===== config.mk =====
export PLATFORM = sky130hd
export DESIGN_NAME = kb_dmem_arbiter_flat
export DESIGN_NICKNAME = d
export VERILOG_FILES = /design/src/rtl/kb_dmem_arbiter_if.sv /design/src/rtl/kb_dmem_arbiter.sv /design/src/flat_wrapper.sv
export SDC_FILE = /design/constraint.sdc
export NUM_CORES = 1
export LEC_CHECK = 0
export ABC_AREA = 1
export CAP_MARGIN = 20
export CORE_UTILIZATION = 41
export DETAILED_ROUTE_END_ITERATION = 8
export PLACE_DENSITY_LB_ADDON = 0.05
export RECOVER_POWER = 25
export SYNTH_ARGS = -nofsm -noshare
export SYNTH_HDL_FRONTEND = slang
export SYNTH_SLANG_ARGS = --single-unit

===== constraint.sdc =====
create_clock -name CLK -period 4.5 [get_ports CLK]
set_clock_uncertainty 0.05 [all_clocks]
set_input_delay 0.45 -clock CLK [delete_from_list [all_inputs] [get_ports CLK]]
set_output_delay 0.45 -clock CLK [all_outputs]
set_load 0.005 [all_outputs]

===== src/rtl/kb_dmem_arbiter_if.sv =====
// Bus bundle between the CPU load/store path, the PS/2 receive path and the
// single-port data memory. The arbiter uses the slave view; the surrounding
// CPU/keyboard/memory side uses the master view.
interface kb_dmem_arbiter_if #(
  parameter int unsigned FIFO_DEPTH = 4
) ();
  localparam int unsigned CW = $clog2(FIFO_DEPTH) + 1;

  logic          cpu_req;
  logic          cpu_we;
  logic [31:0]   cpu_addr;
  logic [31:0]   cpu_wdata;
  logic [31:0]   cpu_rdata;
  logic          cpu_stall;
  logic [7:0]    kb_data;
  logic          kb_valid;
  logic [31:0]   mem_addr;
  logic [31:0]   mem_wdata;
  logic          mem_we;
  logic          mem_re;
  logic [31:0]   mem_rdata;
  logic [CW-1:0] kb_count;
  logic          kb_overflow;

  modport slave (
    input  cpu_req, cpu_we, cpu_addr, cpu_wdata, kb_data, kb_valid, mem_rdata,
    output cpu_rdata, cpu_stall, mem_addr, mem_wdata, mem_we, mem_re,
           kb_count, kb_overflow
  );

  modport master (
    output cpu_req, cpu_we, cpu_addr, cpu_wdata, kb_data, kb_valid, mem_rdata,
    input  cpu_rdata, cpu_stall, mem_addr, mem_wdata, mem_we, mem_re,
           kb_count, kb_overflow
  );
endinterface


===== src/rtl/kb_dmem_arbiter.sv =====
// Data-memory port arbiter: CPU loads/stores share the single-port RAM with
// a keyboard byte FIFO that drains into a word ring buffer plus a write-pointer
// word that software polls.
module kb_dmem_arbiter #(
  parameter int unsigned FIFO_DEPTH  = 4,
  parameter logic [31:0] KB_BASE     = 32'h0000_0100,
  parameter int unsigned KB_LEN      = 16,
  parameter logic [31:0] KB_PTR_ADDR = 32'h0000_00FC
) (
  input logic           CLK,
  input logic           RST,
  kb_dmem_arbiter_if.slave bus
);
  localparam int unsigned PW = $clog2(FIFO_DEPTH);
  localparam int unsigned CW = PW + 1;
  localparam int unsigned IW = $clog2(KB_LEN);

  localparam logic [2:0] IDLE     = 3'd0;
  localparam logic [2:0] CPU_RD   = 3'd1;
  localparam logic [2:0] CPU_DONE = 3'd2;
  localparam logic [2:0] KB_DATA  = 3'd3;
  localparam logic [2:0] KB_PTR   = 3'd4;

  logic [2:0]    state_q, state_d;
  logic [7:0]    fifo_q [FIFO_DEPTH];
  logic [7:0]    fifo_d [FIFO_DEPTH];
  logic [PW-1:0] rd_ptr_q, rd_ptr_d, wr_ptr_q, wr_ptr_d;
  logic [CW-1:0] count_q, count_d;
  logic [IW-1:0] idx_q, idx_d;
  logic          overflow_q, overflow_d;
  logic [31:0]   rdata_q, rdata_d;

  logic          full, empty, pop, accept;
  logic          we_c, re_c, stall_c;
  logic [31:0]   addr_c, wdata_c;

  // Keyboard FIFO bookkeeping; a full FIFO still accepts when it pops this cycle.
  always_comb begin
    full       = (count_q == CW'(FIFO_DEPTH));
    empty      = (count_q == '0);
    pop        = (state_q == KB_DATA);
    accept     = bus.kb_valid && (!full || pop);
    fifo_d     = fifo_q;
    wr_ptr_d   = wr_ptr_q;
    rd_ptr_d   = rd_ptr_q;
    count_d    = count_q;
    overflow_d = overflow_q | (bus.kb_valid && full && !pop);
    if (accept) begin
      fifo_d[wr_ptr_q] = bus.kb_data;
      wr_ptr_d         = wr_ptr_q + 1'b1;
    end
    if (pop) begin
      rd_ptr_d = rd_ptr_q + 1'b1;
    end
    case ({accept, pop})
      2'b10:   count_d = count_q + 1'b1;
      2'b01:   count_d = count_q - 1'b1;
      default: count_d = count_q;
    endcase
  end

  // Arbitration FSM and memory-port drive; outputs are forced idle while RST is high.
  always_comb begin
    state_d = state_q;
    idx_d   = idx_q;
    rdata_d = rdata_q;
    we_c    = 1'b0;
    re_c    = 1'b0;
    stall_c = 1'b0;
    addr_c  = '0;
    wdata_c = '0;
    case (state_q)
      IDLE: begin
        if (full) begin
          // Keyboard preempts; an unserviced CPU request must keep waiting.
          state_d = KB_DATA;
          stall_c = bus.cpu_req;
        end else if (bus.cpu_req && bus.cpu_we) begin
          we_c    = 1'b1;
          addr_c  = bus.cpu_addr;
          wdata_c = bus.cpu_wdata;
        end else if (bus.cpu_req) begin
          re_c    = 1'b1;
          addr_c  = bus.cpu_addr;
          stall_c = 1'b1;
          state_d = CPU_RD;
        end else if (!empty) begin
          state_d = KB_DATA;
        end
      end
      CPU_RD: begin
        stall_c = 1'b1;
        rdata_d = bus.mem_rdata;
        state_d = CPU_DONE;
      end
      CPU_DONE: begin
        state_d = IDLE;
      end
      KB_DATA: begin
        we_c    = 1'b1;
        addr_c  = KB_BASE + 32'({idx_q, 2'b00});
        wdata_c = {24'b0, fifo_q[rd_ptr_q]};
        idx_d   = idx_q + 1'b1;
        stall_c = bus.cpu_req;
        state_d = KB_PTR;
      end
      KB_PTR: begin
        we_c    = 1'b1;
        addr_c  = KB_PTR_ADDR;
        wdata_c = 32'(idx_q);
        stall_c = bus.cpu_req;
        state_d = IDLE;
      end
      default: state_d = IDLE;
    endcase
    if (RST) begin
      we_c    = 1'b0;
      re_c    = 1'b0;
      stall_c = 1'b0;
      addr_c  = '0;
      wdata_c = '0;
    end
  end

  // State registers with asynchronous reset.
  always_ff @(posedge CLK or posedge RST) begin
    if (RST) begin
      state_q    <= IDLE;
      fifo_q     <= '{default: '0};
      rd_ptr_q   <= '0;
      wr_ptr_q   <= '0;
      count_q    <= '0;
      idx_q      <= '0;
      overflow_q <= 1'b0;
      rdata_q    <= '0;
    end else begin
      state_q    <= state_d;
      fifo_q     <= fifo_d;
      rd_ptr_q   <= rd_ptr_d;
      wr_ptr_q   <= wr_ptr_d;
      count_q    <= count_d;
      idx_q      <= idx_d;
      overflow_q <= overflow_d;
      rdata_q    <= rdata_d;
    end
  end

  assign bus.mem_we      = we_c;
  assign bus.mem_re      = re_c;
  assign bus.mem_addr    = addr_c;
  assign bus.mem_wdata   = wdata_c;
  assign bus.cpu_stall   = stall_c;
  assign bus.cpu_rdata   = rdata_q;
  assign bus.kb_count    = count_q;
  assign bus.kb_overflow = overflow_q;
endmodule


===== src/flat_wrapper.sv =====
// flat-port wrapper written by rule: the top's interface ports become plain ports
module kb_dmem_arbiter_flat 
#(
  parameter int unsigned FIFO_DEPTH  = 4,
  parameter logic [31:0] KB_BASE     = 32'h0000_0100,
  parameter int unsigned KB_LEN      = 16,
  parameter logic [31:0] KB_PTR_ADDR = 32'h0000_00FC
)
  (CLK, RST, bus_cpu_req, bus_cpu_we, bus_cpu_addr, bus_cpu_wdata, bus_kb_data, bus_kb_valid, bus_mem_rdata, bus_cpu_rdata, bus_cpu_stall, bus_mem_addr, bus_mem_wdata, bus_mem_we, bus_mem_re, bus_kb_count, bus_kb_overflow);
  kb_dmem_arbiter_if #(.FIFO_DEPTH(FIFO_DEPTH)) bus_i ();
  input logic CLK;
  input logic RST;
  input wire logic [$bits(bus_i.cpu_req)-1:0] bus_cpu_req;
  input wire logic [$bits(bus_i.cpu_we)-1:0] bus_cpu_we;
  input wire logic [$bits(bus_i.cpu_addr)-1:0] bus_cpu_addr;
  input wire logic [$bits(bus_i.cpu_wdata)-1:0] bus_cpu_wdata;
  input wire logic [$bits(bus_i.kb_data)-1:0] bus_kb_data;
  input wire logic [$bits(bus_i.kb_valid)-1:0] bus_kb_valid;
  input wire logic [$bits(bus_i.mem_rdata)-1:0] bus_mem_rdata;
  output wire logic [$bits(bus_i.cpu_rdata)-1:0] bus_cpu_rdata;
  output wire logic [$bits(bus_i.cpu_stall)-1:0] bus_cpu_stall;
  output wire logic [$bits(bus_i.mem_addr)-1:0] bus_mem_addr;
  output wire logic [$bits(bus_i.mem_wdata)-1:0] bus_mem_wdata;
  output wire logic [$bits(bus_i.mem_we)-1:0] bus_mem_we;
  output wire logic [$bits(bus_i.mem_re)-1:0] bus_mem_re;
  output wire logic [$bits(bus_i.kb_count)-1:0] bus_kb_count;
  output wire logic [$bits(bus_i.kb_overflow)-1:0] bus_kb_overflow;
  assign bus_i.cpu_req = bus_cpu_req;
  assign bus_i.cpu_we = bus_cpu_we;
  assign bus_i.cpu_addr = bus_cpu_addr;
  assign bus_i.cpu_wdata = bus_cpu_wdata;
  assign bus_i.kb_data = bus_kb_data;
  assign bus_i.kb_valid = bus_kb_valid;
  assign bus_i.mem_rdata = bus_mem_rdata;
  assign bus_cpu_rdata = bus_i.cpu_rdata;
  assign bus_cpu_stall = bus_i.cpu_stall;
  assign bus_mem_addr = bus_i.mem_addr;
  assign bus_mem_wdata = bus_i.mem_wdata;
  assign bus_mem_we = bus_i.mem_we;
  assign bus_mem_re = bus_i.mem_re;
  assign bus_kb_count = bus_i.kb_count;
  assign bus_kb_overflow = bus_i.kb_overflow;
  kb_dmem_arbiter #(.FIFO_DEPTH(FIFO_DEPTH), .KB_BASE(KB_BASE), .KB_LEN(KB_LEN), .KB_PTR_ADDR(KB_PTR_ADDR)) u_core (.CLK(CLK), .RST(RST), .bus(bus_i));
endmodule

; ---- Word-level counts from Yosys, hierarchy flattened
; Index checks and enable logic that the tools add are counted.
[classes]
bitwise = 3
order_cmp = 3
eq_ne = 8
reduce_logical = 13
addsub = 6
n_mux = 33
[ops]
columns = op, count
row1 = two-way mux 32 bit, 7
row2 = case mux 32 bit (3 select lines), 2
row3 = bitwise mux 32 bit, 1
row4 = two-way mux 8 bit, 3
row5 = binary-select mux 8 bit (select 2 bit), 1
row6 = demux 8 bit (select 2 bit), 1
row7 = two-way mux 3 bit, 4
row8 = adder 9 x 6 -> 10 bit (first input constant), 1
row9 = two-way mux 1 bit, 10
row10 = case mux 3 bit (3 select lines), 1
row11 = == test 3 bit (second input constant), 2
row12 = >= comparator 3 bit (second input constant), 2
row13 = zero test 3 bit, 2
row14 = inverter 2 -> 3 bit, 2
row15 = case mux 3 bit (2 select lines), 1
row16 = logical AND 1 bit, 5
row17 = adder 2 x 1 -> 2 bit (second input constant), 2
row18 = adder 4 x 1 -> 4 bit (second input constant), 1
row19 = != test 4 x 3 -> 1 bit (second input constant), 1
row20 = adder 3 x 1 -> 3 bit (second input constant), 1
row21 = == test 3 x 1 -> 1 bit (second input constant), 1
row22 = == test 3 x 2 -> 1 bit (second input constant), 1
row23 = < comparator 3 x 1 -> 1 bit (second input constant), 1
row24 = != test 3 x 2 -> 1 bit (second input constant), 1
row25 = other kinds (11), 12
[totals]
input_bits = 109
regBits = 79
output_inout_bits = 103

; ---- Logic depth before layout (Yosys ltp)
; Gate-level depths: netlist of the first run.
[depth]
depth_word = 6
ltp_mapped = 10
depth_no_buf = 10

; ---- Worst setup path after synthesis of the first run
; No wires, ideal clock.
[synth_path]
path_kind = in2out
startpoint = input RST
endpoint = output bus_mem_addr[11]
t_required_ns = 4.000
stages = 5
slack_ns = 0.970
arrival_time_ns = 3.030
cell_sequence = clkbuf_1 > inv_1 > nand2_1 > buf_2 > nor2_1
[synth_via]
elab_chain_len = 1
[synth_lines]
columns = item, line_no
row1 = "start, declared", flat_wrapper.sv:12  ; input logic RST;
row2 = two-way mux 32 bit, kb_dmem_arbiter.sv:116  ; if (RST) begin
row3 = "end, declared", flat_wrapper.sv:22  ; output wire logic [$bits(bus_i.mem_addr)-1:0] bus_mem_addr;
; Every way passes these cells.

; ---- Final worst setup path of the first run
[layout_path]
startpoint = input RST
endpoint = output bus_mem_addr[12]
; The elaborated chain is that of the path after synthesis.

==> summary.md, run 1 <==
| Metric | Value |
|---|---|
| Status | `finished, violations left` |
| Failing checks | `max-capacitance violations, max-slew violations` |
| CTS tree | `yes` |
| Number of synthesized flops with an enable pin | `0` |
| Register area share after synthesis | `44.71%` |
| Placed Cells | `928` |
| Area delta synth->final | `52.94%` |
| Fin crit share | `78.12%` |
| Drt wl/cell | `15.41 um` |
| Hold Crit Depth | `1` |
| Core Region | `10370 um2` |
| Num CTS Buffers | `9` |
| Critical R2R Launch | `u_core.state_q[2]$_DFFE_PP0P_` |
| NumNets Final | `920` |
| Met2 usage | `47.01%` |
| Maxcap violations | `1` |
| Grt met1 use | `29.68%` |
| Crit. End Element | `primary output` |
| Fin. max-slew vios | `75` |
| Initial Util | `42.64%` |
| First-pass GRT wire length | `22.22 mm` |
| Final hold slack | `0.4313 ns` |
| Synth unique cells | `31` |
| Critical path class | `in2out` |
| Skew-Pair Late Insertion Delay | `0.35 ns` |
| RSZ-0062 raised after global routing | `false` |
| Die height | `105.9 um` |
| GPL Wtd Cong | `0.8826` |
| Area share of the largest cell type after synthesis | `44.71%` |
| DP HPWL | `11.29 mm` |
| Fin Setup TNS | `0 ns` |
| Largest net degree at the start of global routing | `80` |
| Vias/cell | `4.728` |
| Reg2Reg Setup Slack | `1.81 ns` |
| 1st-iter DRT viols | `284` |
| # hold bufs at CTS | `0` |
| Hold path start | `u_core.bus.kb_overflow$_DFF_PP0_` |
| Final Critical Period | `3.515 ns` |
| Vias in the first global route | `4246` |
| # diodes | `0` |
| Leak | `0.003251 uW` |
| Worst r2r path cells | `9` |
| CP Data Arrival Time | `3.02 ns` |
| Achievable Freq | `284.5 MHz` |
| GRT Residual Overflow | `0` |
| # Post-CTS Setup Buffers | `0` |
| Mapped Area | `4422 um2` |
| Share of layout cells above drive strength 1 | `6.551%` |
| Worst-Margin Slew | `1.777 ns` |
| Peak VDD IR | `0.3242 mV` |
| CP Data Required Time | `4.00 ns` |
| DR pass1 iterations | `5` |
| Finished Layout Cells | `945` |
| CTS H-tree depth | `3` |
| Total wire length | `14.56 mm` |
| Clk buf depth | `2` |
| Post-cts sizing count | `0` |
| Clk root buf | `clkbuf_8` |
| Initial antenna violation count | `0` |
| Synthesized Nets | `720` |
| Worst hold path endpoint | `u_core.bus.kb_overflow$_DFF_PP0_` |
| Ranking of synthesized cells by area | `dfrtp_1 (45%), nand2_1 (19%), inv_1 (6.9%)` |
| Overall global routing resource usage | `25.76%` |
| Clock slew at reported path FFs | `0.08 ns` |
| GR peak layer | `met2` |
| Via count | `4468` |
| Synth area leader | `dfrtp_1` |
| Placed Area | `6565 um2` |
| Row Count | `37` |
| CP max FO | `22` |
| HP Class | `reg2reg` |
| CTS sink cnt | `79` |
| Die area | `11200 um2` |
| Buffers on Ports | `211` |
| Cells after Synth | `604` |
| Avg Cell Area, Syn | `7.321 um2` |
| Main synth FF type | `dfrtp_1` |
| I/O pins | `212` |
| Final Setup Violations | `0` |
| DRC Markers | `0` |
| Startpoint types | `primary input` |
| Seq cells post-synth | `79` |
| Die X | `105.9 um` |
| Fin. Hold Viols | `0` |
| Fin area | `6763 um2` |
| Yosys warns | `0` |
| Reg-to-Reg End | `u_core.bus.kb_count[2]$_DFFE_PP0P_` |
| GR Util met3 | `5.751%` |
| Post-Route Utilization | `65.21%` |
| Pwr dens | `544.7 nW/um2` |
| Slew HR | `-18.47%` |
| Post-route antenna net violation count | `0` |
| Synth async-reset ratio | `100.0%` |
## logic make-up after synthesis
kind of cell / after synthesis / share of synthesized area [%]
flops: 79 / 44.71
mux: 1 / 0.2547
simple gates: 335 / 32.60
fa+ha+maj: 7 / 2.151
xor+xnor: 7 / 1.387
buf+inv: 112 / 10.98
compound gates: 63 / 7.923
## placed cells by master (no fill, tap or decap), types with 2 or more instances in the layout
master / n
nor2_1: 67
inv_6: 3
o21ai_1: 27
clkdlybuf4s50_1: 209
inv_1: 83
dlygate4sd3_1: 2
nand3_1: 21
ha_1: 6
clkinv_2: 3
nand4_1: 6
nand2_1: 220
a21oi_1: 20
o21ai_0: 6
o21ai_2: 8
dfrtp_1: 79
nor2_4: 2
nor2_2: 11
nand2_4: 3
nand3_4: 4
xor2_1: 6
clkbuf_8: 9
## critical path, stage by stage
cell             delay (ns)
dlygate4sd3_1          0.92
clkinvlp_2             0.44
nand2_1                0.60
nor2_1                 0.12
clkdlybuf4s50_1        0.47
## stage by stage
step                worst slack, ns  power (uW)
floorplan                    0.9696        2357
global placement              1.432        3107
detailed placement            1.339        3171
CTS                           1.329        3718
global route                 0.8104        4000
finish                       0.9846        3684
## power breakdown
group	internal (uW)	leakage, uW	total, uW	switching [uW]
combinational	872	0.00217	1850	983
sequential	1050	0.000973	1290	241
clock	264	0.000106	538	274
total	2190	0.00325	3680	1500
## cell usage after synthesis (8+ instances only)
cell and count:
o21ai_2 8, buf_2 10, nor2_1 67, nor2_2 11, nand2_1 220, dfrtp_1 79, o21ai_1 27, inv_1 81
nand3_1 20, a21oi_1 20
## sequential cells by signal (all words and copies together), names as in the netlist
register	count
u_core.bus.cpu_rdata	32
u_core.bus.kb_count	3
u_core.bus.kb_overflow	1
u_core.fifo_q	32
u_core.idx_q	4
u_core.rd_ptr_q	2
u_core.state_q	3
u_core.wr_ptr_q	2
## final cells by class
class	instances	area, um2
Inverter	87	331.6
Tap cell	136	170.2
Sequential cell	79	1977
Clock inverter	7	77.57
Timing Repair Buffer	214	2128
Fill cell	925	3607
Multi-Input combinational cell	413	1954
Clock buffer	9	123.9
## per-layer routing
layer | share of wire [%] | vias to the layer above
met1 | 40 | 2065
met5 | 0 | -
met4 | 2.3 | 0
met3 | 5.8 | 19
li1 | - | 2229
met2 | 52 | 155
## how the worst max path moves through the flow
stage                     from                 to  slack (ns)  cells after the start
floorplan                  RST   bus_mem_addr[11]        0.97                      5
global placement    bus_cpu_we  bus_mem_wdata[12]        1.43                      6
detailed placement         RST   bus_mem_addr[12]        1.34                      5
CTS                        RST   bus_mem_addr[12]        1.33                      5
global route               RST   bus_mem_addr[20]        0.81                      5
finish                     RST   bus_mem_addr[12]        0.98                      5
(Power assumes the default switching activity.)
==> run 2: changes to the inputs <==
==> constraint.sdc (replaced) <==
create_clock -name CLK -period 3.3 [get_ports CLK]
set_clock_uncertainty 0.05 [all_clocks]
set_input_delay 0.33 -clock CLK [delete_from_list [all_inputs] [get_ports CLK]]
set_output_delay 0.33 -clock CLK [all_outputs]
set_load 0.005 [all_outputs]
==> summary.md, run 2 (synthesis gave the netlist of run 1 again) <==
| Metric | Value |
|---|---|
| Status | `completed` |
| Crit. End Element | `primary output` |
| Worst Setup Slack, final | `0.3112 ns (-0.6734 ns)` |
| Initial Util | `42.64% (unchanged)` |
| Clk root buf | `clkbuf_8` |
| Fill cell count | `905 (-2.2%)` |
| HP Class | `reg2reg` |
| Final Critical Period | `2.989 ns` |
| Sw Share | `39.86% (-0.78 points)` |
| Reg2Reg Setup Slack | `0.59 ns (-1.22 ns)` |
| Pwr dens | `744.8 nW/um2 (+37%)` |
| Fin. Hold Viols | `0 (unchanged)` |
| Clock share of power | `15.3% (+0.7 points)` |
| Overall global routing resource usage | `27.17% (+1.4 points)` |
| Fin. max-slew vios | `0 (-100%)` |
| GPL Wtd Cong | `0.8738 (-1.0%)` |
| Placed Cells | `931 (+0.32%)` |
| CP max FO | `14 (-36%)` |
| Worst r2r path cells | `9 (unchanged)` |
| Drt wl/cell | `15.68 um (+1.8%)` |
| Post-route antenna net violation count | `0 (unchanged)` |
| Hold Crit Depth | `1 (unchanged)` |
| CTS sink cnt | `79 (unchanged)` |
| Startpoint types | `register` |
| Worst-Margin Slew | `1.058 ns (-0.7188 ns)` |
| DRC Markers | `0 (unchanged)` |
| CP Launch Point | `u_core.state_q[2]$_DFFE_PP0P_` |
| Fin crit share | `90.57%` |
| GRT Residual Overflow | `0 (unchanged)` |
| DR pass1 iterations | `4 (-1)` |
| Post-cts sizing count | `0 (unchanged)` |
| Achievable Freq | `334.6 MHz` |
| Final Setup Violations | `0 (unchanged)` |
| First-pass GRT wire length | `23.22 mm (+4.5%)` |
| CP Data Arrival Time | `2.61 ns (-0.41 ns)` |
| NumNets Final | `922 (+0.22%)` |
| Skew-Pair Late Insertion Delay | `0.35 ns (about the same)` |
| Sequential share of power | `34.6% (-0.4 points)` |
| Fin Setup TNS | `0 ns (unchanged)` |
| # hold bufs at CTS | `0 (unchanged)` |
| Finished Layout Cells | `947 (+0.21%)` |
| Post-Route Utilization | `65.52% (+0.30 points)` |
| Internal power | `3043 uW (+39%)` |
| I/O pins | `212 (unchanged)` |
| Reg area | `1977 um2 (unchanged)` |
| CTS tree | `yes` |
| Most frequent cells in the layout | `nand2_1 (220), clkdlybuf4s50_1 (205), inv_1 (81), dfrtp_1 (79), nor2_1 (67)` |
| Share of layout cells above drive strength 1 | `7.152% (+0.60 points)` |
| Die X | `105.9 um (unchanged)` |
| Die height | `105.9 um (unchanged)` |
| Vias in the first global route | `4427 (+4.3%)` |
| Slew HR | `29.38% (+48 points)` |
| Dpl ws | `0.4992 ns (-0.8403 ns)` |
| Commonest non-fill, non-tap cell in the layout | `nand2_1` |
| Peak VDD IR | `0.4160 mV (+28%)` |
| Hold path start | `u_core.bus.kb_overflow$_DFF_PP0_` |
| Fin area | `6794 um2 (+0.46%)` |
| Largest net degree at the start of global routing | `57 (-29%)` |
| DP HPWL | `11.46 mm (+1.5%)` |
| 1st-iter DRT viols | `259 (-8.8%)` |
| Maxcap violations | `0 (-1)` |
| Clk buf depth | `2 (unchanged)` |
| Placed Area | `6588 um2 (+0.34%)` |
| Via count | `4527 (+1.3%)` |
| Core Region | `10370 um2 (unchanged)` |
| CP Data Required Time | `2.92 ns (-1.08 ns)` |
| Critical path class | `reg2out` |
| # Post-CTS Setup Buffers | `0 (unchanged)` |
| Num CTS Buffers | `9 (unchanged)` |
| Area of the multi-input gates | `1954 um2 (unchanged)` |
| Area delta synth->final | `53.65%` |
| Comb pwr share | `50.1% (-0.3 points)` |
| Initial antenna violation count | `0 (unchanged)` |
| Sw power | `2017 uW (+35%)` |
| # diodes | `0 (unchanged)` |
| CTS H-tree depth | `3 (unchanged)` |
| Row Count | `37 (unchanged)` |
| Leak | `0.003270 uW (+0.59%)` |
| Critical R2R Launch | `u_core.state_q[2]$_DFFE_PP0P_` |
| Total wire length | `14.85 mm (+2.0%)` |
| Buffers on Ports | `211 (unchanged)` |
| RSZ-0062 raised after global routing | `false` |
| Clock slew at reported path FFs | `0.08 ns (about the same)` |
| Die area | `11200 um2 (unchanged)` |
| Vias/cell | `4.780 (+1.1%)` |
-- run 2: cell count changes in the layout (fill, tap and decap cells not counted), sizes merged, moves of 2 or more --
cell and delta:
clkinv +2, inv -4, clkdlybuf4s50 -4, dlygate4sd3 +4, clkbuf -2, buf +4
-- run 2: routing by layer --
metal,routed length (um),part of all wire [%],vias up,GRT usage (%)
met2,7560,51,150,48.23
met4,517,3.5,0,12.10
met5,0,0,-,0
met1,5784,39,2100,30.52
met3,987,6.6,34,6.988
li1,-,-,2243,-
-- run 2: critical path, cell delays in order (launching register included) --
cell	delay [ns]
dfrtp_1	0.40
inv_2	0.12
nand3_1	0.46
inv_2	0.39
nand2_1	0.12
a21oi_1	0.21
clkdlybuf4s50_1	0.55
-- run 2: final timing paths --
path / endpoint
min in group asynchronous: u_core.bus.cpu_rdata[0]$_DFFE_PP0N_
worst max register to register: u_core.bus.kb_count[2]$_DFFE_PP0P_
worst min-delay path: u_core.bus.kb_overflow$_DFF_PP0_
max in group asynchronous: u_core.fifo_q[10]$_DFFE_PP0P_
worst min register to register: u_core.bus.kb_overflow$_DFF_PP0_
worst max-delay path: bus_mem_wdata[7]
-- run 2: power groups by stage --
stage / Combinational [uW] / Sequential, uW / Clock, uW
2_1_floorplan: 1520 / 1700 / 0
3_3_place_gp: 2480 / 1750 / 0
3_5_place_dp: 2550 / 1770 / 0
4_1_cts: 2570 / 1760 / 794
5_1_grt: 2840 / 1820 / 837
6_report: 2530 / 1750 / 773
-- run 2: area by class of cell --
cell class,count,share of cell area [%]
Clock buffer,9,1.823
Clock inverter,7,1.289
Inverter,87,4.880
Multi-Input combinational cell,413,28.77
Sequential cell,79,29.10
Tap cell,136,2.505
Timing Repair Buffer,216,31.64
-- run 2: stage by stage --
| step | hold slack (ns) | power, uW |
|---|---|---|
| final | 0.4258 | 5060 |
| after global placement | 0.3973 | 4234 |
| after detailed placement | 0.4108 | 4321 |
| after floorplan | 0.3896 | 3214 |
| after CTS | 0.4295 | 5117 |
| after global routing | 0.4486 | 5496 |
